File: src/rtl/entropy_collector_pkg.sv
// Shared types and constants for the TRNG entropy collector.
package entropy_collector_pkg;

  localparam int unsigned WORD_WIDTH = 32;

  typedef enum logic [1:0] {
    StIdle    = 2'd0,
    StCollect = 2'd1,
    StFull    = 2'd2,
    StError   = 2'd3
  } state_e;

  // Width of a counter that must hold values 0..n inclusive.
  function automatic int unsigned cnt_width(input int unsigned n);
    return $clog2(n + 1);
  endfunction

endpackage

File: src/rtl/entropy_collector_if.sv
// Source-side word handshake and mixer-side block handshake of the collector.
interface entropy_collector_if #(
  parameter int unsigned NUM_WORDS = 16
);
  import entropy_collector_pkg::*;

  logic [WORD_WIDTH-1:0]           entropy_data;
  logic                            entropy_valid;
  logic                            entropy_ack;
  logic [NUM_WORDS*WORD_WIDTH-1:0] block_data;
  logic                            block_valid;
  logic                            block_ack;

  // master: the collector; slave: the source/mixer environment around it.
  modport master (
    input  entropy_data, entropy_valid, block_ack,
    output entropy_ack, block_data, block_valid
  );

  modport slave (
    output entropy_data, entropy_valid, block_ack,
    input  entropy_ack, block_data, block_valid
  );

endinterface

File: src/rtl/entropy_collector_rep_count_test.sv
// Repetition-count health test: flags REP_LIMIT consecutive identical accepted words.
module entropy_collector_rep_count_test
  import entropy_collector_pkg::*;
#(
  parameter int unsigned REP_LIMIT = 8
) (
  input  logic                  i_clk,
  input  logic                  i_reset,
  input  logic [WORD_WIDTH-1:0] i_word,
  input  logic                  i_strobe,
  input  logic                  i_restart,
  input  logic                  i_test_mode,
  output logic                  o_fail
);

  localparam logic [7:0] RepLim = 8'(REP_LIMIT);

  logic [7:0]            r_rep_ctr;
  logic [WORD_WIDTH-1:0] r_prev_word;
  logic                  r_first_flag;
  logic                  w_repeat;
  logic [7:0]            w_rep_next;

  // Count saturates at the limit so test mode never wraps it.
  always_comb begin
    w_repeat = !r_first_flag && (i_word == r_prev_word);
    if (!w_repeat) begin
      w_rep_next = 8'd1;
    end else if (r_rep_ctr == RepLim) begin
      w_rep_next = RepLim;
    end else begin
      w_rep_next = r_rep_ctr + 8'd1;
    end
  end

  assign o_fail = i_strobe && !i_test_mode && (w_rep_next == RepLim);

  always_ff @(posedge i_clk or posedge i_reset) begin
    if (i_reset) begin
      r_rep_ctr    <= 8'd0;
      r_prev_word  <= '0;
      r_first_flag <= 1'b1;
    end else if (i_restart) begin
      r_rep_ctr    <= 8'd0;
      r_first_flag <= 1'b1;
    end else if (i_strobe) begin
      r_rep_ctr    <= w_rep_next;
      r_prev_word  <= i_word;
      r_first_flag <= 1'b0;
    end
  end

endmodule

File: src/rtl/entropy_collector.sv
// Packs health-tested entropy words into NUM_WORDS-word blocks for the mixer.
module entropy_collector
  import entropy_collector_pkg::*;
#(
  parameter int unsigned NUM_WORDS = 16,
  parameter int unsigned REP_LIMIT = 8
) (
  input  logic                i_clk,
  input  logic                i_reset,
  input  logic                i_enable,
  input  logic                i_test_mode,
  input  logic                i_clear_error,
  input  logic                i_entropy_enabled,
  entropy_collector_if.master io_bus,
  output logic                o_health_error,
  output logic [31:0]         o_word_count
);

  localparam int unsigned CtrW = cnt_width(NUM_WORDS);
  localparam int unsigned BlkW = NUM_WORDS * WORD_WIDTH;
  localparam logic [CtrW-1:0] LastCtr = CtrW'(NUM_WORDS - 1);

  state_e          r_state;
  logic            r_entropy_ack;
  logic            r_block_valid;
  logic            r_health_error;
  logic [BlkW-1:0] r_block_data;
  logic [31:0]     r_word_count;
  logic [CtrW-1:0] r_word_ctr;

  logic w_accept;
  logic w_fail;
  logic w_restart;

  // The !ack term keeps a held source word from being taken twice.
  assign w_accept = (r_state == StCollect) && i_enable && io_bus.entropy_valid &&
                    i_entropy_enabled && !r_entropy_ack;

  assign w_restart = (r_state == StIdle) || ((r_state == StCollect) && !i_enable) ||
                     ((r_state == StError) && i_clear_error);

  entropy_collector_rep_count_test #(
    .REP_LIMIT(REP_LIMIT)
  ) u_rep_test (
    .i_clk      (i_clk),
    .i_reset    (i_reset),
    .i_word     (io_bus.entropy_data),
    .i_strobe   (w_accept),
    .i_restart  (w_restart),
    .i_test_mode(i_test_mode),
    .o_fail     (w_fail)
  );

  always_ff @(posedge i_clk or posedge i_reset) begin
    if (i_reset) begin
      r_state        <= StIdle;
      r_entropy_ack  <= 1'b0;
      r_block_valid  <= 1'b0;
      r_health_error <= 1'b0;
      r_block_data   <= '0;
      r_word_count   <= 32'd0;
      r_word_ctr     <= '0;
    end else begin
      r_entropy_ack <= w_accept;
      case (r_state)
        StIdle: begin
          if (i_enable && i_entropy_enabled) r_state <= StCollect;
        end
        StCollect: begin
          if (!i_enable) begin
            r_state      <= StIdle;
            r_word_ctr   <= '0;
            r_block_data <= '0;
          end else if (w_accept) begin
            r_word_count <= r_word_count + 32'd1;
            if (w_fail) begin
              r_state        <= StError;
              r_health_error <= 1'b1;
              r_word_ctr     <= '0;
              r_block_data   <= '0;
            end else begin
              r_block_data <= {r_block_data[BlkW-WORD_WIDTH-1:0], io_bus.entropy_data};
              if (r_word_ctr == LastCtr) begin
                r_state       <= StFull;
                r_block_valid <= 1'b1;
                r_word_ctr    <= '0;
              end else begin
                r_word_ctr <= r_word_ctr + CtrW'(1);
              end
            end
          end
        end
        StFull: begin
          if (io_bus.block_ack) begin
            r_block_valid <= 1'b0;
            r_state       <= i_enable ? StCollect : StIdle;
          end
        end
        StError: begin
          if (i_clear_error) begin
            r_health_error <= 1'b0;
            r_state        <= StIdle;
          end
        end
        default: r_state <= StIdle;
      endcase
    end
  end

  assign io_bus.entropy_ack = r_entropy_ack;
  assign io_bus.block_valid = r_block_valid;
  assign io_bus.block_data  = r_block_data;
  assign o_health_error     = r_health_error;
  assign o_word_count       = r_word_count;

endmodule

File: src/flat_wrapper.sv
// flat-port wrapper written by rule: the top's interface ports become plain ports
module entropy_collector_flat import entropy_collector_pkg::*;
#(
  parameter int unsigned NUM_WORDS = 16,
  parameter int unsigned REP_LIMIT = 8
)
  (i_clk, i_reset, i_enable, i_test_mode, i_clear_error, i_entropy_enabled, o_health_error, o_word_count, io_bus_entropy_data, io_bus_entropy_valid, io_bus_block_ack, io_bus_entropy_ack, io_bus_block_data, io_bus_block_valid);
  entropy_collector_if #(.NUM_WORDS(NUM_WORDS)) io_bus_i ();
  input  logic i_clk;
  input  logic i_reset;
  input  logic i_enable;
  input  logic i_test_mode;
  input  logic i_clear_error;
  input  logic i_entropy_enabled;
  output logic o_health_error;
  output logic [31:0] o_word_count;
  input wire logic [$bits(io_bus_i.entropy_data)-1:0] io_bus_entropy_data;
  input wire logic [$bits(io_bus_i.entropy_valid)-1:0] io_bus_entropy_valid;
  input wire logic [$bits(io_bus_i.block_ack)-1:0] io_bus_block_ack;
  output wire logic [$bits(io_bus_i.entropy_ack)-1:0] io_bus_entropy_ack;
  output wire logic [$bits(io_bus_i.block_data)-1:0] io_bus_block_data;
  output wire logic [$bits(io_bus_i.block_valid)-1:0] io_bus_block_valid;
  assign io_bus_i.entropy_data = io_bus_entropy_data;
  assign io_bus_i.entropy_valid = io_bus_entropy_valid;
  assign io_bus_i.block_ack = io_bus_block_ack;
  assign io_bus_entropy_ack = io_bus_i.entropy_ack;
  assign io_bus_block_data = io_bus_i.block_data;
  assign io_bus_block_valid = io_bus_i.block_valid;
  entropy_collector #(.NUM_WORDS(NUM_WORDS), .REP_LIMIT(REP_LIMIT)) u_core (.i_clk(i_clk), .i_reset(i_reset), .i_enable(i_enable), .i_test_mode(i_test_mode), .i_clear_error(i_clear_error), .i_entropy_enabled(i_entropy_enabled), .io_bus(io_bus_i), .o_health_error(o_health_error), .o_word_count(o_word_count));
endmodule
File: config.mk
export PLATFORM = sky130hd
export DESIGN_NAME = entropy_collector_flat
export DESIGN_NICKNAME = d
export VERILOG_FILES = /design/src/rtl/entropy_collector_pkg.sv /design/src/rtl/entropy_collector_if.sv /design/src/rtl/entropy_collector_rep_count_test.sv /design/src/rtl/entropy_collector.sv /design/src/flat_wrapper.sv
export SDC_FILE = /design/constraint.sdc
export NUM_CORES = 1
export LEC_CHECK = 0
export ABC_CLOCK_PERIOD_IN_PS = 38200
export BUFFER_PORTS_ARGS = -buffer_cell sky130_fd_sc_hd__buf_4
export CAP_MARGIN = 20
export CORE_AREA = 5 5 226 228
export CTS_CLUSTER_DIAMETER = 200
export DETAILED_ROUTE_END_ITERATION = 12
export DIE_AREA = 0 0 231 233
export PLACE_DENSITY_LB_ADDON = 0.08
export SYNTH_ARGS = -nofsm -noshare
export SYNTH_HDL_FRONTEND = slang
export SYNTH_SLANG_ARGS = --single-unit
File: constraint.sdc
create_clock -name i_clk -period 38.2 [get_ports i_clk]
set_clock_uncertainty 0.05 [all_clocks]
set_input_delay 3.82 -clock i_clk [delete_from_list [all_inputs] [get_ports i_clk]]
set_output_delay 3.82 -clock i_clk [all_outputs]
set_load 0.02 [all_outputs]
[After elaboration in Yosys (flattened, before gate mapping)]
Index checks and enable logic that the tools add are counted.
Storage, ports and cells
  word-level logic and storage cells: 91
  input port bits: 40
  register bits: 595
  output and inout bits: 547
Operators by class
  multiplexer cells: 33
  bitwise logic cells: 1
  add/sub/neg operators: 3
  eq/ne operators: 18
  reduce and logical (&&, ||, !) cells: 26
Operator list (number)
  512-bit two-way mux: 3
  32-bit by 1-bit adder with 32-bit output, second input constant: 1
  32-bit equality test: 1
  8-bit two-way mux: 4
  5-bit two-way mux: 4
  8-bit by 4-bit equality test with 1-bit output, second input constant: 2
  2-bit inequality test, second input constant: 8
  2-bit two-way mux: 7
  1-bit two-way mux: 12
  1-bit logical AND: 10
  5-bit AND reduction: 2
  8-bit by 1-bit adder with 8-bit output, second input constant: 1
  2-bit one-hot mux with 4 select lines: 1
  6-bit AND reduction: 1
  2-bit nonzero test: 3
  5-bit by 1-bit adder with 5-bit output, second input constant: 1
  5-bit by 4-bit equality test with 1-bit output, second input constant: 1
  2-bit equality test, second input constant: 2
  1-bit logical NOT: 4
  4-bit inequality test, second input constant: 1
  1-bit one-hot mux with 2 select lines: 2
  2-bit AND reduction: 2
  3-bit inequality test, second input constant: 1
  3-bit AND reduction: 1
  5 further kinds: 6

[Logic depth before layout (Yosys ltp)]
Gate-level depths: netlist of the first run.
  depth in word-level cells: 11
  depth in mapped cells: 11
  gate-level depth less buffers: 7

[Hierarchy]
From an unflattened synthesis of the first run, not the netlist that was laid out.
Second synthesis, totals
  cell total of the unflattened synthesis: 1529
  area, all modules: 22042.4 sq um
Modules (own cells, without submodules)
  entropy_collector: cells an instance 1334, area an instance 19841.5 sq um, times used 1, seq. area each 13863.3 sq um
  entropy_collector_rep_count_test: cells an instance 195, area an instance 2200.9 sq um, times used 1, seq. area each 1027.2 sq um

[Worst setup path after synthesis of the first run]
OpenSTA, ideal clock, no wires.
  path type: input-to-reg
  from: in i_enable
  to: reg u_core.r_block_data[0], in the netlist u_core.io_bus.block_data[0]
  buffers on the path: 3
  setup slack: 32.739 ns
  arrival: 5.289 ns
  stages: 9
  library setup time: 0.122 ns
  data required time: 38.028 ns
  cell sequence: buf_2 nand3b_1 or2_1 buf_6 inv_4 nand3b_4 or3_4 buf_6 a32o_1
Between the ends
  word-level cells in the longest chain between the ends: 9
  elaborated cells between the ends (all ways): 11
  classes of those cells: eq/ne (1); mux (3); reduce/logical (7)
Ends and longest elaborated chain
  start, declared: line flat_wrapper.sv:11  | input logic i_enable;
  1-bit logical AND (3 in series): line entropy_collector.sv:36  | assign w_accept = (r_state == StCollect) && i_enable && io_bus.entropy_valid &&
  1-bit logical AND: line entropy_collector.sv:37  | i_entropy_enabled && !r_entropy_ack;
  1-bit logical AND (2 in series): line entropy_collector_rep_count_test.sv:36  | assign o_fail = i_strobe && !i_test_mode && (w_rep_next == RepLim);
  512-bit two-way mux: line entropy_collector.sv:76  | if (w_fail) begin
  512-bit two-way mux: line entropy_collector.sv:74  | end else if (w_accept) begin
  512-bit two-way mux: line entropy_collector.sv:70  | if (!i_enable) begin
  end signal, assigned: line entropy_collector.sv:82  | r_block_data <= {r_block_data[BlkW-WORD_WIDTH-1:0], io_bus.entropy_data};
  end, declared: line entropy_collector.sv:27  | logic [BlkW-1:0] r_block_data;
Several ways; a longest one is shown, not always the timed one. The select of a mux whose other input is x is not followed.
A chain may end at the register's enable or synchronous reset.

[Final worst setup path of the first run]
  from: in i_enable
  to: reg u_core.r_block_data[451], in the netlist u_core.io_bus.block_data[451]
Same word-level chain as after synthesis.

==> results.toml, run 1 <==
[floorplan]
io-pin-count = 587
rows = 81
die-width_um = 231
start_util_pct = 51.11
die_area_um2 = 53820
die_h_um = 233
core_um2 = 48650

[detailed_routing]
drt_iter0_drc = 2524
drc = 0
wl_mm = 86.07
vias = 21760
wire_per_inst_um = 22.88
vias_per_cell = 5.785
dr.pass1.iters = 5
postRouteAntennaNets = 0

[synthesis]
syn_inst = 2658
ys_top_cells_by_count = "615 x nand2_1, 594 x dfrtp_1, 507 x nand3_1"
yosysUniqueCellTypes = 48
synth.net_count = 2702
post-synth-top-area-cell = "dfrtp_1"
async_flop_share_pct = 100.0
syn_avg_cell_area_um2 = 9.353
ys_top_cells_by_area = "dfrtp_1 60%, nand3_1 10%, nand2_1 9.3%"
ys_ff_latch = 595
syn_area_um2 = 24860
synth-edff-count = 0
synth_warnings = 0
synth_ff_type = "dfrtp_1"
seq_area_frac_synth_pct = 59.89
synth.top_cell.area_share_pct = 59.79
yosysMostFrequentCell = "nand2_1"

[critical_path]
crit_end = "u_core.io_bus.block_data[451]$_DFFE_PP0P_"
r2r_end = "u_core.io_bus.block_data[451]$_DFFE_PP0P_"
critPathKind = "in -> reg"
r2r_cells = 8
reg2reg_from = "u_core.io_bus.entropy_ack$_DFF_PP0_"
r2r_slack_ns = 34.20
start_kind = "primary input"
crit_arrival_ns = 7.71
worstPathRequired_ns = 38.59
crit_path_max_fanout = 145
setup.worst_path.start = "i_enable"
end_kind = "flip-flop"

[grt]
use_met1_pct = 40.81
grt_pass1_wl_mm = 131.1
grt_use_met3_pct = 9.311
antenna_found_initial = 0
busiest_layer = "met2"
use_met2_pct = 49.96
grt_start_max_net_pins = 298
grt_pass1_vias = 21040
grtUsageTotal_pct = 31.00
overflow = 0

[run]
maxCapViolCount = 0

[final_layout]
drive_gt1_share_pct = 23.03
final_nets = 3134
area_delta_synth_final_pct = 26.35
final_core_util_pct = 64.57
antennaDiodeCount = 0

[timing]
timing.fmax_ghz = 0.1366
fin_ws_ns = 30.88
setup_violations = 0
worst_pin_slew_ns = 1.396
finalCriticalPeriod_ns = 7.320
min_period_over_period_pct = 19.16
grt_setup_unrepaired = "false"
finalMaxSlewViolations = 0
fin_setup_tns_ns = 0
max_slew_margin_pct = 6.925
hold_viol_final = 0

[place]
gp_congestion = 0.9118
dp_slack_ns = 30.27
portBuffers = 586
dp_hpwl_mm = 58.10

[power_and_ir_drop]
switchingPower_uw = 407.8
power_frac_seq_pct = 46.9
power.density_nw_per_um2 = 47.02
clockPowerShare_pct = 41.1
vdd_ir_drop_max_uv = 32.84
p_int_uw = 1069
swShare_pct = 27.61
pwr-share-comb_pct = 12.0
p_leak_uw = 0.01490

[worst_hold_path]
hp-class = "reg -> reg"
hold_start = "u_core.o_word_count[31]$_DFFE_PP0P_"

[clock_network]
cts.sinks = 595
cts_hold_buf = 0
clk_path_buf_depth = 3
numCtsBuffers = 59
insertion_delay_ns = 0.62
cts_post_setup_buffers_inserted = 0
clk_pin_slew_ns = 0.06
htreeDepth = 2
root_buffer = "clkbuf_16"
cts_tree = "done"
post_cts_resize_count = 0

[outcome]
status = "complete, no violations"
-- cell type report --
type / instances / area (um^2)
clock buffer: 91 / 1828
fill: 4051 / 17230
sequential: 595 / 14890
timing repair buffer: 609 / 4722
clock inverter: 20 / 222.7
tap: 622 / 778.2
inverter: 9 / 43.79
multi-input combinational: 1816 / 8927
-- layer usage --
| metal | up-vias | wire (um) |
|---|---|---|
| met5 | - | 0 |
| met4 | 0 | 2799 |
| met1 | 10830 | 33580 |
| met3 | 147 | 7938 |
| met2 | 853 | 41750 |
| li1 | 9930 | - |
-- power groups by stage --
stage	registers, uW	logic (uW)	clock network, uW
floorplan	715	93.5	0
global placement	701	172	0
detailed placement	703	175	0
CTS	692	176	614
global route	696	195	638
finish	693	178	607
-- how the worst min path moves through the flow --
stage | to | slack [ns] | cells after the start
after global placement | u_core.o_word_count[31]$_DFFE_PP0P_ | 0.41 | 1
after global routing | u_core.io_bus.block_data[484]$_DFFE_PP0P_ | 0.45 | 2
after detailed placement | u_core.o_word_count[31]$_DFFE_PP0P_ | 0.42 | 1
after CTS | u_core.o_word_count[31]$_DFFE_PP0P_ | 0.43 | 1
after floorplan | u_core.u_rep_test.r_prev_word[0]$_DFFE_PP0P_ | 0.42 | 2
final | u_core.o_word_count[31]$_DFFE_PP0P_ | 0.43 | 1
-- sequential cells by signal (all words and copies together) (netlist names), 2 cells and up --
| name | count |
|---|---|
| u_core.r_state | 2 |
| u_core.u_rep_test.r_prev_word | 32 |
| u_core.io_bus.block_data | 512 |
| u_core.r_word_ctr | 5 |
| u_core.o_word_count | 32 |
| u_core.u_rep_test.r_rep_ctr | 8 |
-- stage by stage --
| step | hold WS [ns] | power (uW) | cells | instance area [um^2] |
|---|---|---|---|---|
| 6_report | 0.4301 | 1477 | 3762 | 31410 |
| 5_1_grt | 0.4541 | 1528 | 3762 | 31410 |
| 4_1_cts | 0.4292 | 1482 | 3758 | 31300 |
| 3_5_place_dp | 0.4187 | 878.4 | 3647 | 29250 |
| 3_3_place_gp | 0.4131 | 873.7 | 3647 | 29250 |
| 2_1_floorplan | 0.4155 | 808.4 | 2658 | 24860 |
-- kinds of logic (layout without fill, tap and decap cells) --
| logic type | Yosys count | in the layout | share of synthesized area, % |
|---|---|---|---|
| AO/OA/AOI/OAI | 546 | 546 | 11.75 |
| multiplexers | 1 | 1 | 0.04026 |
| AND/OR/NAND/NOR | 1202 | 1202 | 21.57 |
| XOR/XNOR | 63 | 63 | 2.219 |
| flip-flops | 595 | 595 | 59.89 |
| adder cells (fa/ha/maj) | 4 | 4 | 0.2013 |
| buffers and inverters | 247 | 729 | 4.323 |
-- placed cells by master, fill, tap and decap left out, drive strengths merged, types with 5 or more instances in the layout --
master	n
a21oi	6
a32o	29
and3	5
and4	5
buf	609
clkbuf	91
clkinv	12
dfrtp	594
inv	10
nand2	615
nand3	507
nand4	11
nor2	25
nor3	10
nor4	5
o21ai	497
xnor2	43
xor2	20
-- worst max-delay path, stage by stage --
cell and delay [ns]:
buf_8 0.54, nand3b_1 0.25, or2_1 0.31, inv_4 0.52
nand3b_4 0.14, nor3_4 0.19, buf_4 0.67, buf_4 0.79
o21ai_0 0.24
Power figures use the tool's default switching activity.
==> run 2: changes to the inputs <==
ABC_AREA = 1   (was not set)
ABC_CLOCK_PERIOD_IN_PS = 7650   (was 38200)
CORE_AREA = not set   (was 5 5 226 228)
CORE_MARGIN = 5   (was not set)
CORE_UTILIZATION = 54   (was not set)
DIE_AREA = not set   (was 0 0 231 233)
clock period = 7.65 ns   (was 38.2 ns; I/O delays follow)
==> run 2 against run 1 <==
  * Core utilization rose by 3.6 points
  * Non-clock buffer count fell by 8
  * Global-route usage fell by 0.26 points
  * First-iteration DRC count fell by 12%
  * Final area rose by 0.77%
==> results.toml, run 2 <==
[detailed_routing]
wl_mm = 81.25
drc = 0
wire_per_inst_um = 20.66
postRouteAntennaNets = 0
vias = 21380
vias_per_cell = 5.437
drt_iter0_drc = 2231
dr.pass1.iters = 5

[clock_network]
clk_pin_slew_ns = 0.06
numCtsBuffers = 60
root_buffer = "clkbuf_16"
clk_path_buf_depth = 3
cts_hold_buf = 0
cts_post_setup_buffers_inserted = 0
cts.sinks = 595
htreeDepth = 2
insertion_delay_ns = 0.62
cts_tree = "done"
post_cts_resize_count = 0

[floorplan]
die_area_um2 = 51210
io-pin-count = 587
start_util_pct = 54.38
rows = 79
die_h_um = 226.3
core_um2 = 46460
die-width_um = 226.3

[grt]
grt_start_max_net_pins = 253
antenna_found_initial = 0
grtUsageTotal_pct = 30.74
grt_pass1_vias = 20610
grt_pass1_wl_mm = 123.4
overflow = 0

[timing]
worst_pin_slew_ns = 1.132
hold_viol_final = 0
timing.fmax_ghz = 0.2653
min_period_over_period_pct = 49.26
finalCriticalPeriod_ns = 3.769
grt_setup_unrepaired = "false"
max_slew_margin_pct = 24.51
setup_violations = 0
whs_ns = 0.3221
finalMaxSlewViolations = 0

[final_layout]
antennaDiodeCount = 0
ff_latch_area_um2 = 14890
largest_register_ffs = 512
fin_area_um2 = 31650
drive_gt1_share_pct = 26.71
area_delta_synth_final_pct = 25.29
mostFrequentLayoutCells = "1222 x nand2_1, 594 x dfrtp_1, 592 x buf_4"
final_nets = 3325
final_cells = 3932
multi_input_area_um2 = 9077
fillers = 3776
layout_commonest_cell = "nand2_1"
final_core_util_pct = 68.14

[worst_hold_path]
holdPathStages = 2
hold_start = "i_clear_error"
hold_path_end = "u_core.o_health_error$_DFFE_PP0P_"
hp-class = "in -> reg"

[synthesis]
syn_avg_cell_area_um2 = 9.017
syn_area_um2 = 25270
synth.top_cell.area_share_pct = 58.83
yosysUniqueCellTypes = 40
ys_ff_latch = 595
ys_top_cells_by_count = "1223 x nand2_1, 594 x dfrtp_1, 346 x o21ai_0"
yosysMostFrequentCell = "nand2_1"
ys_top_cells_by_area = "dfrtp_1 59%, nand2_1 18%, o21ai_0 6.9%"
synth-edff-count = 0
synth_ff_type = "dfrtp_1"
synth_warnings = 0
post-synth-top-area-cell = "dfrtp_1"
async_flop_share_pct = 100.0
seq_area_frac_synth_pct = 58.94
synth.net_count = 2846
syn_inst = 2802

[place]
dp.cells = 3825
gp_congestion = 0.9484
dp_hpwl_mm = 55.89
portBuffers = 586
placed_area_um2 = 29650

[run]
maxCapViolCount = 0

[critical_path]
r2r_end = "u_core.io_bus.block_data[265]$_DFFE_PP0P_"
worstPathRequired_ns = 8.06
reg2reg_from = "u_core.u_rep_test.r_prev_word[14]$_DFFE_PP0P_"
start_kind = "flip-flop"
end_kind = "flip-flop"
crit_arrival_ns = 4.18
r2r_cells = 11
critPathKind = "reg -> reg"
r2r_slack_ns = 3.88
crit_path_max_fanout = 137

[power_and_ir_drop]
power_uw = 9305
p_leak_uw = 0.01536
power.density_nw_per_um2 = 294.0
vdd_ir_drop_max_uv = 246.4

[outcome]
status = "complete, no violations"
-- run 2: changes by cell type after synthesis, moves of 23 or more --
cell      before   now
inv_1          8    74
a32o_1        29     0
clkbuf_2      37     0
o21ai_1       92    31
o21ai_2        0   170
o21ai_0      405   346
nand3_1      507    19
xnor2_1       43    20
nand2_1      615  1223
clkbuf_1     161   123
-- run 2: layout make-up --
| class | instances | share of cell area (%) |
|---|---|---|
| clock buffers | 89 | 5.692 |
| inverters | 83 | 1.020 |
| flip-flops and latches | 595 | 47.04 |
| multi-input cells | 1940 | 28.68 |
| repair buffers | 601 | 14.63 |
| clock inverters | 17 | 0.5376 |
| well taps | 607 | 2.399 |
-- run 2: routing by layer --
metal,routed length [um],global-route usage [%],share of wire [%]
met1,31440,40.35,39
met5,0,0,0
met2,39450,49.60,49
met3,7805,9.865,9.6
met4,2553,9.140,3.1
-- run 2: through the flow --
stage	TNS, ns	setup WS (ns)
floorplan	-758.82	-1.277
global placement	0	3.406
detailed placement	0	3.379
CTS	0	3.880
global route	0	3.582
finish	0	3.881
-- run 2: worst max-delay path by stage --
stage,endpoint,cells after the start,slack (ns),from
after global placement,u_core.io_bus.block_data[261]$_DFFE_PP0P_,13,3.41,io_bus_entropy_data[19]
after detailed placement,u_core.io_bus.block_data[195]$_DFFE_PP0P_,12,3.38,io_bus_entropy_data[21]
after CTS,u_core.io_bus.block_data[261]$_DFFE_PP0P_,10,3.88,u_core.u_rep_test.r_prev_word[14]$_DFFE_PP0P_
final,u_core.io_bus.block_data[265]$_DFFE_PP0P_,11,3.88,u_core.u_rep_test.r_prev_word[14]$_DFFE_PP0P_
after global routing,u_core.io_bus.block_data[258]$_DFFE_PP0P_,11,3.58,u_core.u_rep_test.r_prev_word[14]$_DFFE_PP0P_
after floorplan,u_core.io_bus.block_data[0]$_DFFE_PP0P_,1,-1.28,i_reset
-- run 2: logic make-up (layout without fill, tap and decap cells) --
group | Yosys count | count (layout) | synth area share (%)
compound gates | 568 | 568 | 13.89
xor+xnor | 41 | 41 | 1.421
fa+ha+maj | 4 | 4 | 0.1981
buf+inv | 267 | 790 | 5.244
flops | 595 | 595 | 58.94
simple gates | 1327 | 1327 | 20.31
-- run 2: report_power, final --
group,switching [uW],internal [uW]
Sequential,428,3550
Clock,1230,1720
Combinational,1650,728
Total,3310,6000
-- run 2: worst max-delay path, cell delays in order, from the launching register on --
cell     delay, ns
dfrtp_1       0.39
xor2_1        0.16
nor2_1        0.12
nand2_1       0.12
nor2_1        0.55
nand4_1       0.17
nor2_1        0.16
nand3_2       0.17
nand2_8       0.35
buf_16        0.40
buf_12        0.57
o21ai_1       0.11
==> run 3: changes to the inputs <==
ABC_CLOCK_PERIOD_IN_PS = 3300   (was 7650)
CORE_UTILIZATION = 49   (was 54)
clock period = 3.3 ns   (was 7.65 ns; I/O delays follow)
==> run 3 against run 2 <==
  * Hold slack lost 0.21 ns
  * Largest cell class unchanged
  * Worst setup slack lost 3.3 ns
  * Maximum frequency grew 40%
  * Sequential power grew 130%
  * Largest power group unchanged
  * Register-to-register slack lost 3.3 ns
  * Critical path depth grew 1
==> results.toml, run 3 (same netlist as run 2, synthesis figures left out) <==
[power_and_ir_drop]
clockPowerShare_pct = 32.7
switchingPower_uw = 7737
vdd_ir_drop_max_uv = 581.6
power_frac_seq_pct = 41.5
p_leak_uw = 0.01577
pwr-share-comb_pct = 25.7
power_uw = 22200
power.density_nw_per_um2 = 680.5
p_int_uw = 14460
swShare_pct = 34.85

[detailed_routing]
drt_iter0_drc = 1998
drc = 0
vias_per_cell = 5.278
vias = 21490
dr.pass1.iters = 5
wire_per_inst_um = 20.44
wl_mm = 83.22
postRouteAntennaNets = 0

[clock_network]
cts_post_setup_buffers_inserted = 0
post_cts_resize_count = 0
numCtsBuffers = 60
cts.sinks = 595
htreeDepth = 2
insertion_delay_ns = 0.61
cts_tree = "done"
cts_hold_buf = 35
clk_path_buf_depth = 3
root_buffer = "clkbuf_16"
clk_pin_slew_ns = 0.07

[worst_hold_path]
hp-class = "in -> reg"

[critical_path]
worstPathRequired_ns = 3.73
crit_slowest_cell = "dfrtp_1"
crit_path_max_fanout = 59
critPathKind = "reg -> reg"
crit_chain = "inv_1, ha_1, nand4_1, nor2_1, clkinv_1, nand2_1, nand4_1, nor2_1, nand3_2, nand2_8, buf_12, o21ai_0"
end_kind = "flip-flop"
start_kind = "flip-flop"
critPathMaxStageDelay_ns = 0.39
crit_arrival_ns = 3.13

[grt]
grt_start_max_net_pins = 216
overflow = 0
grtUsageTotal_pct = 28.50
grt_pass1_wl_mm = 126.9
antenna_found_initial = 1
grt_pass1_vias = 21130

[final_layout]
layout_commonest_cell = "nand2_1"
mostFrequentLayoutCells = "1222 x nand2_1, 605 x buf_4, 594 x dfrtp_1"
final_nets = 3388
largest_register_ffs = 512
drive_gt1_share_pct = 27.10
area_delta_synth_final_pct = 29.12

[timing]
timing.fmax_ghz = 0.3704
finalCriticalPeriod_ns = 2.700
whs_ns = 0.1168
grt_setup_unrepaired = "false"
setup_violations = 0
finalMaxSlewViolations = 0
max_slew_margin_pct = 30.21
worst_pin_slew_ns = 1.047
hold_viol_final = 0
fin_ws_ns = 0.6005
min_period_over_period_pct = 81.80

[place]
portBuffers = 586
gp_congestion = 0.9199
dp_hpwl_mm = 59.13
dp_slack_ns = 0.6492

[floorplan]
core_um2 = 51200
io-pin-count = 587
rows = 83
start_util_pct = 49.35
die_area_um2 = 56200
die_h_um = 237.1
die-width_um = 237.1

[outcome]
status = "complete, no violations"

[run]
maxCapViolCount = 0
## run 3: through the flow
| stage | setup TNS (ns) | cells | utilization, % | cell area [um^2] |
|---|---|---|---|---|
| floorplan | -3087.24 | 2802 | - | 25270 |
| global placement | 0 | 3927 | 58.92 | 30160 |
| detailed placement | 0 | 3927 | 58.92 | 30160 |
| CTS | 0 | 4071 | 63.71 | 32620 |
| global route | 0 | 4072 | 63.72 | 32620 |
| finish | 0 | 4072 | 63.72 | 32620 |
## run 3: worst max-delay path, delay by kind of cell (launching register included)
| kind | cells | cell delay (ns) |
|---|---|---|
| adders and majority gates | 1 | 0.16 |
| and+or+nand+nor | 7 | 1.04 |
| DFF | 1 | 0.39 |
| AOI/OAI and AO/OA | 1 | 0.15 |
| buffers and inverters | 3 | 0.70 |
## run 3: per-layer routing
layer / track usage [%] / vias to the layer above / wire length (um)
met5: 0 / - / 0
met4: 10.32 / 0 / 3317
met3: 8.164 / 154 / 7306
met2: 46.44 / 721 / 40480
met1: 36.65 / 10570 / 32110
li1: - / 10040 / -
## run 3: worst paths after layout
check                      slack, ns  cells past startpoint                                   endpoint                                  startpoint
min in group asynchronous       0.33                      3  u_core.io_bus.block_data[407]$_DFFE_PP0P_                                     i_reset
setup reg to reg                0.60                     12  u_core.io_bus.block_data[418]$_DFFE_PP0P_  u_core.u_rep_test.r_rep_ctr[0]$_DFFE_PP0P_
max in group asynchronous       1.81                      5  u_core.io_bus.block_data[223]$_DFFE_PP0P_                                     i_reset
setup / recovery                0.60                     12  u_core.io_bus.block_data[418]$_DFFE_PP0P_  u_core.u_rep_test.r_rep_ctr[0]$_DFFE_PP0P_
hold / removal                  0.12                      5           u_core.r_word_ctr[3]$_DFFE_PP0P_                                 i_test_mode
hold reg to reg                 0.42                      1        u_core.o_word_count[31]$_DFFE_PP0P_         u_core.o_word_count[31]$_DFFE_PP0P_
## run 3: power groups by stage
stage               Combinational (uW)  Sequential, uW  Clock, uW
finish                            5710            9220       7270
global route                      6220            9330       7690
CTS                               5740            9210       7390
detailed placement                5700            9300          0
global placement                  5630            9290          0
floorplan                         2520            9900          0
## run 3: area by class of cell
type,count,area (um^2)
flip-flops and latches,595,14890
diodes,1,2.502
repair buffers,664,5373
inverters,83,322.8
well taps,680,850.8
fillers,4370,18580
clock buffers,86,1760
clock inverters,23,345.3
multi-input cells,1940,9077
